--- src/rtl/i2s_slave_transceiver_pkg.sv ---
// Shared constants and types for the I2S slave transceiver: channel encoding on ws,
// default word/synchroniser sizes and the lock state type.
package i2s_slave_transceiver_pkg;

  localparam logic WS_LEFT  = 1'b0;
  localparam logic WS_RIGHT = 1'b1;

  localparam int D_WIDTH_DEF     = 24;
  localparam int SYNC_STAGES_DEF = 2;

  typedef enum logic {
    ST_UNLOCKED = 1'b0,
    ST_LOCKED   = 1'b1
  } lock_state_t;

endpackage

--- src/rtl/i2s_slave_transceiver_if.sv ---
// I2S serial bus pins. The external master owns sclk/ws/sd_rx; the slave drives sd_tx.
interface i2s_slave_transceiver_if;

  logic sclk;
  logic ws;
  logic sd_rx;
  logic sd_tx;

  modport master (
    output sclk,
    output ws,
    output sd_rx,
    input  sd_tx
  );

  modport slave (
    input  sclk,
    input  ws,
    input  sd_rx,
    output sd_tx
  );

endinterface

--- src/rtl/i2s_slave_transceiver_sync_edge.sv ---
// Multi-flop synchroniser for an asynchronous pin, with registered rise/fall strobes
// that line up with the registered level output.
module i2s_slave_transceiver_sync_edge #(
  parameter int STAGES = 2
) (
  input  logic clk,
  input  logic reset,
  input  logic d,
  output logic q,
  output logic rise,
  output logic fall
);

  logic [STAGES-1:0] sync_p0;
  logic              lvl_p1;

  always_ff @(posedge clk) begin
    if (reset) begin
      sync_p0 <= '0;
      lvl_p1  <= 1'b0;
      rise    <= 1'b0;
      fall    <= 1'b0;
    end else begin
      sync_p0 <= {sync_p0[STAGES-2:0], d};
      // stage p1: edge detect on the last synchroniser flop
      lvl_p1  <= sync_p0[STAGES-1];
      rise    <= sync_p0[STAGES-1] & ~lvl_p1;
      fall    <= ~sync_p0[STAGES-1] & lvl_p1;
    end
  end

  assign q = lvl_p1;

endmodule

--- src/rtl/i2s_slave_transceiver.sv ---
// I2S slave endpoint: oversamples an externally clocked I2S bus in the mclk domain,
// deserialises left/right words from sd_rx and serialises the tx pair onto sd_tx.
module i2s_slave_transceiver
  import i2s_slave_transceiver_pkg::*;
#(
  parameter int DATA_W = D_WIDTH_DEF,
  parameter int STAGES = SYNC_STAGES_DEF
) (
  input  logic                mclk,
  input  logic                reset,
  i2s_slave_transceiver_if.slave i2s,
  input  logic [DATA_W-1:0]   l_data_tx,
  input  logic [DATA_W-1:0]   r_data_tx,
  output logic                tx_load,
  output logic [DATA_W-1:0]   l_data_rx,
  output logic [DATA_W-1:0]   r_data_rx,
  output logic                rx_valid,
  output logic                frame_err,
  output logic                locked
);

  localparam int              CNT_W    = $clog2(DATA_W + 1);
  localparam logic [CNT_W-1:0] CNT_FULL = CNT_W'(DATA_W);

  logic sclk_lvl_unused;
  logic ws_rise_unused, ws_fall_unused, sd_rise_unused, sd_fall_unused;
  logic rise_p2, fall_p2, ws_p2, sd_p2;

  lock_state_t state_q, state_d;

  logic              ws_prev;
  logic [CNT_W-1:0]  bit_cnt;
  logic [DATA_W-1:0] rx_shift;
  logic [DATA_W-1:0] tx_hold_r;
  logic [DATA_W-1:0] tx_shift;
  logic [CNT_W-1:0]  tx_cnt;
  logic              sd_tx_q;
  logic              boundary;

  i2s_slave_transceiver_sync_edge #(.STAGES(STAGES)) u_sync_sclk (
    .clk(mclk), .reset(reset), .d(i2s.sclk),
    .q(sclk_lvl_unused), .rise(rise_p2), .fall(fall_p2)
  );

  i2s_slave_transceiver_sync_edge #(.STAGES(STAGES)) u_sync_ws (
    .clk(mclk), .reset(reset), .d(i2s.ws),
    .q(ws_p2), .rise(ws_rise_unused), .fall(ws_fall_unused)
  );

  i2s_slave_transceiver_sync_edge #(.STAGES(STAGES)) u_sync_sd (
    .clk(mclk), .reset(reset), .d(i2s.sd_rx),
    .q(sd_p2), .rise(sd_rise_unused), .fall(sd_fall_unused)
  );

  assign boundary = rise_p2 && (ws_p2 != ws_prev);

  always_ff @(posedge mclk) begin
    if (reset) state_q <= ST_UNLOCKED;
    else       state_q <= state_d;
  end

  always_comb begin
    state_d = state_q;
    if (boundary) state_d = ST_LOCKED;
  end

  assign locked = (state_q == ST_LOCKED);

  always_ff @(posedge mclk) begin
    if (reset) begin
      ws_prev   <= WS_LEFT;
      bit_cnt   <= '0;
      rx_shift  <= '0;
      tx_hold_r <= '0;
      tx_shift  <= '0;
      tx_cnt    <= '0;
      sd_tx_q   <= 1'b0;
      l_data_rx <= '0;
      r_data_rx <= '0;
      rx_valid  <= 1'b0;
      frame_err <= 1'b0;
      tx_load   <= 1'b0;
    end else begin
      rx_valid  <= 1'b0;
      frame_err <= 1'b0;
      tx_load   <= 1'b0;
      // stage p3: act on synchronised sclk edges
      if (rise_p2) begin
        ws_prev <= ws_p2;
        if (boundary) begin
          if (locked) begin
            if (ws_prev == WS_LEFT) begin
              l_data_rx <= rx_shift;
            end else begin
              r_data_rx <= rx_shift;
              rx_valid  <= 1'b1;
            end
            if (bit_cnt < CNT_FULL) frame_err <= 1'b1;
          end
          bit_cnt  <= '0;
          rx_shift <= '0;
          tx_cnt   <= '0;
          // Left word goes straight to the shifter; only the right word needs holding.
          if (ws_p2 == WS_LEFT) begin
            tx_hold_r <= r_data_tx;
            tx_shift  <= l_data_tx;
            tx_load   <= 1'b1;
          end else begin
            tx_shift  <= tx_hold_r;
          end
        end else if (locked && (bit_cnt < CNT_FULL)) begin
          rx_shift <= {rx_shift[DATA_W-2:0], sd_p2};
          bit_cnt  <= bit_cnt + 1'b1;
        end
      end
      if (fall_p2 && locked) begin
        if (tx_cnt < CNT_FULL) begin
          sd_tx_q  <= tx_shift[DATA_W-1];
          tx_shift <= {tx_shift[DATA_W-2:0], 1'b0};
          tx_cnt   <= tx_cnt + 1'b1;
        end else begin
          sd_tx_q  <= 1'b0;
        end
      end
    end
  end

  assign i2s.sd_tx = sd_tx_q;

endmodule

--- src/flat_wrapper.sv ---
// flat-port wrapper written by rule: the top's interface ports become plain ports
module i2s_slave_transceiver_flat import i2s_slave_transceiver_pkg::*;
#(
  parameter int DATA_W = D_WIDTH_DEF,
  parameter int STAGES = SYNC_STAGES_DEF
)
  (mclk, reset, l_data_tx, r_data_tx, tx_load, l_data_rx, r_data_rx, rx_valid, frame_err, locked, i2s_sclk, i2s_ws, i2s_sd_rx, i2s_sd_tx);
  i2s_slave_transceiver_if i2s_i ();
  input  logic mclk;
  input  logic reset;
  input  logic [DATA_W-1:0] l_data_tx;
  input  logic [DATA_W-1:0] r_data_tx;
  output logic tx_load;
  output logic [DATA_W-1:0] l_data_rx;
  output logic [DATA_W-1:0] r_data_rx;
  output logic rx_valid;
  output logic frame_err;
  output logic locked;
  input wire logic [$bits(i2s_i.sclk)-1:0] i2s_sclk;
  input wire logic [$bits(i2s_i.ws)-1:0] i2s_ws;
  input wire logic [$bits(i2s_i.sd_rx)-1:0] i2s_sd_rx;
  output wire logic [$bits(i2s_i.sd_tx)-1:0] i2s_sd_tx;
  assign i2s_i.sclk = i2s_sclk;
  assign i2s_i.ws = i2s_ws;
  assign i2s_i.sd_rx = i2s_sd_rx;
  assign i2s_sd_tx = i2s_i.sd_tx;
  i2s_slave_transceiver #(.DATA_W(DATA_W), .STAGES(STAGES)) u_core (.mclk(mclk), .reset(reset), .i2s(i2s_i), .l_data_tx(l_data_tx), .r_data_tx(r_data_tx), .tx_load(tx_load), .l_data_rx(l_data_rx), .r_data_rx(r_data_rx), .rx_valid(rx_valid), .frame_err(frame_err), .locked(locked));
endmodule
--- config.mk ---
export PLATFORM = sky130hd
export DESIGN_NAME = i2s_slave_transceiver_flat
export DESIGN_NICKNAME = d
export VERILOG_FILES = /design/src/rtl/i2s_slave_transceiver_pkg.sv /design/src/rtl/i2s_slave_transceiver_if.sv /design/src/rtl/i2s_slave_transceiver_sync_edge.sv /design/src/rtl/i2s_slave_transceiver.sv /design/src/flat_wrapper.sv
export SDC_FILE = /design/constraint.sdc
export NUM_CORES = 1
export LEC_CHECK = 0
export BUFFER_PORTS_ARGS = -buffer_cell sky130_fd_sc_hd__buf_2
export CORE_AREA = 2 2 112 114
export CTS_CLUSTER_DIAMETER = 150
export DETAILED_ROUTE_END_ITERATION = 10
export DIE_AREA = 0 0 114 116
export GPL_TIMING_DRIVEN = 0
export HOLD_SLACK_MARGIN = 0.15
export PLACE_DENSITY = 0.78
export SETUP_SLACK_MARGIN = 0.4
export SYNTH_ARGS = -nofsm -noshare
export SYNTH_HDL_FRONTEND = slang
export SYNTH_HIERARCHICAL = 1
export SYNTH_SLANG_ARGS = --single-unit
--- constraint.sdc ---
create_clock -name mclk -period 2 [get_ports mclk]
set_clock_uncertainty 0.05 [all_clocks]
set_input_delay 0.3 -clock mclk [delete_from_list [all_inputs] [get_ports mclk]]
set_output_delay 0.3 -clock mclk [all_outputs]
set_load 0.03 [all_outputs]
==> impl_metrics.csv <==
group,metric,value,unit
yosys,synthCells,737,
sta,slew_violations,0,
finish,final_common_cell,"nand2_1",
grt,grt_first_pass_wirelength,28500,um
clock_tree,clkLatencyLatePin,420,ps
critical_path,critical_path_required,2260,ps
critical_path,path_max_fanout,8,
route,ant_nets,0,
clock_tree,root_buffer,"clkbuf_16",
placement,place_area,0.00719,mm2
grt,grt_start_max_net_pins,17,
grt,antenna_found_initial,0,
sta,finalCritPeriodShare,0.830,
clock_tree,clk_pin_slew_worst_paths,60,ps
route,via_count,6170,
critical_path,worst_r2r_path_depth,5,
pwr,p_per_area,768,mW/mm2
clock_tree,cts_sinks,147,
floorplan,design.core.area,0.0119,mm2
sta,relSlewSlack,0.599,
critical_path,path_class,"flip-flop to flip-flop",
grt,grt-ovfl-total,0,
sta,holdWs,339,ps
critical_path,critPathCaptureType,"flip-flop",
clock_tree,cts_buffers,17,
critical_path,cp_slowest_cell,"dfxtp_4",
sta,clock.fmax,0.602,GHz
clock_tree,h-tree-depth,4,
critical_path,critPathTopFamily,"compound AO/OA/AOI/OAI gates",
finish,area_growth,29.3,%
route,wirelength,18100,um
floorplan,start_util,0.543,
critical_path,cp_cell_sequence,"buf_6 > a21bo_4 > a21oi_4 > buf_12 > mux2_4",
finish,fillers,894,
critical_path,cpPeakStageDelay,350,ps
yosys,syn_area_per_cell,8.78,um2
sta,worst_pin_slew,601,ps
floorplan,rows,40,
finish,fin_area,0.00837,mm2
floorplan,io_pins,106,
floorplan,die_h,116,um
floorplan,die_w,114,um
yosys,ys_warn_count,6,
finish,layout_common_cells,"nand2_1 (150), dfxtp_1 (145), buf_2 (125)",
floorplan,die-area,0.0132,mm2
sta,setup_viol,0,
route,vias_per_cell,5.79,
placement,port_buffers,105,
finish,drive_gt1_frac,0.271,
min_path,holdPathStages,4,
grt,gr-usage-all-layers,0.272,
min_path,min_path_type,"input port to flip-flop",
pwr,p_leak,0.00315,uW
placement,dp.cells,989,
critical_path,worstSetupPathDepth,5,
clock_tree,clockBufferDepth,2,
placement,dp_hpwl,11800,um
sta,finalHoldViolations,0,
critical_path,cp.buffers_inverters,2,
route,wire_per_inst,17.0,um
yosys,syn-num-nets,792,
sta,rsz0062_at_grt,"yes",
route,drtIter0Drc,525,
status,outcome,"completed",
critical_path,startpoint_type,"flip-flop",
finish,fin_cells,1065,
yosys,synth_area,0.00647,mm2
placement,globalplace.congestion,0.915,
finish,final_nets,960,
finish,antenna_cells,0,
route,drc,0,
clock_tree,tritoncts,"yes",
sta,finalCriticalPeriod,1660,ps
critical_path,arrival,1920,ps
flow_run,maxCapViolations,0,
pwr,max-vdd-ir-drop,0.422,mV
grt,grt_pass1_vias,5929,
route,drtPass1Iterations,5,
-- power breakdown --
| group | total, uW | leakage [uW] | switching (uW) | internal, uW |
|---|---|---|---|---|
| Clock | 3190 | 0.000283 | 1250 | 1950 |
| Sequential | 2940 | 0.00119 | 3.65 | 2940 |
| Combinational | 298 | 0.00168 | 154 | 143 |
| Total | 6430 | 0.00315 | 1410 | 5030 |
-- routing by layer --
layer  share of wire  vias to the layer above  routed length [um]  track usage
met5               0                        -                   0            0
met4           0.013                        0                 236        0.109
met3           0.071                       24                1280       0.0539
met2            0.49                      272                8820        0.461
met1            0.43                     2921                7790        0.342
li1                -                     2953                   -            -
-- registers in the layout, indices dropped and copies added (netlist names), 2 cells and up --
register                    count
u_core/u_sync_sclk/sync_p0      2
u_core/u_sync_sd/sync_p0        2
u_core/bit_cnt                  5
u_core/rx_shift                24
u_core/r_data_rx               24
u_core/tx_cnt                   5
u_core/u_sync_ws/sync_p0        2
u_core/l_data_rx               24
u_core/tx_hold_r               24
u_core/tx_shift                24
-- worst reg2reg max path: cells and delay by family, from the launching register on --
family                 cells  cell delay, ps
buffers and inverters      2             320
flip-flops                 1             350
AO/OA/AOI/OAI              2             530
multiplexers               1             310
-- area by class of cell --
cell class	instances	area (um2)	share of cell area
Multi-Input combinational cell	514	3200	0.382
Tap cell	147	184	0.0220
Buffer	75	472	0.0564
Timing Repair Buffer	149	965	0.115
Clock inverter	10	123	0.0147
Clock buffer	22	474	0.0567
Inverter	1	3.75	0.000449
Sequential cell	147	2950	0.352
-- final timing paths --
path / start / endpoint / slack, ps
setup / recovery: u_core/locked / u_core/rx_shift[2] / 340
hold reg to reg: u_core/u_sync_sclk/q / u_core/u_sync_sclk/rise / 360
hold / removal: l_data_tx[14] / u_core/tx_shift[14] / 340
setup reg to reg: u_core/locked / u_core/rx_shift[2] / 340
-- timing repair --
| item | in CTS | in global routing |
|---|---|---|
| hold endpoints to repair | 31 | 0 |
| gates cloned | 0 | 1 |
| setup endpoints to repair | 113 | 100 |
| pin swaps | 2 | 2 |
| setup buffers | 9 | 2 |
| gates resized for setup | 29 | 32 |
| hold buffers | 32 | 0 |
-- metrics by stage --
step           total power [uW]  TNS (ps)   util  worst slack (ps)
3_3_place_gp               3230     -2270  0.604              -111
6_report                   6430         0  0.703               339
3_5_place_dp               3230     -3680  0.604              -135
4_1_cts                    6430         0  0.691               385
5_1_grt                    6600         0  0.703               327
2_1_floorplan              3130         0      -               351
(Power assumes the default switching activity.)
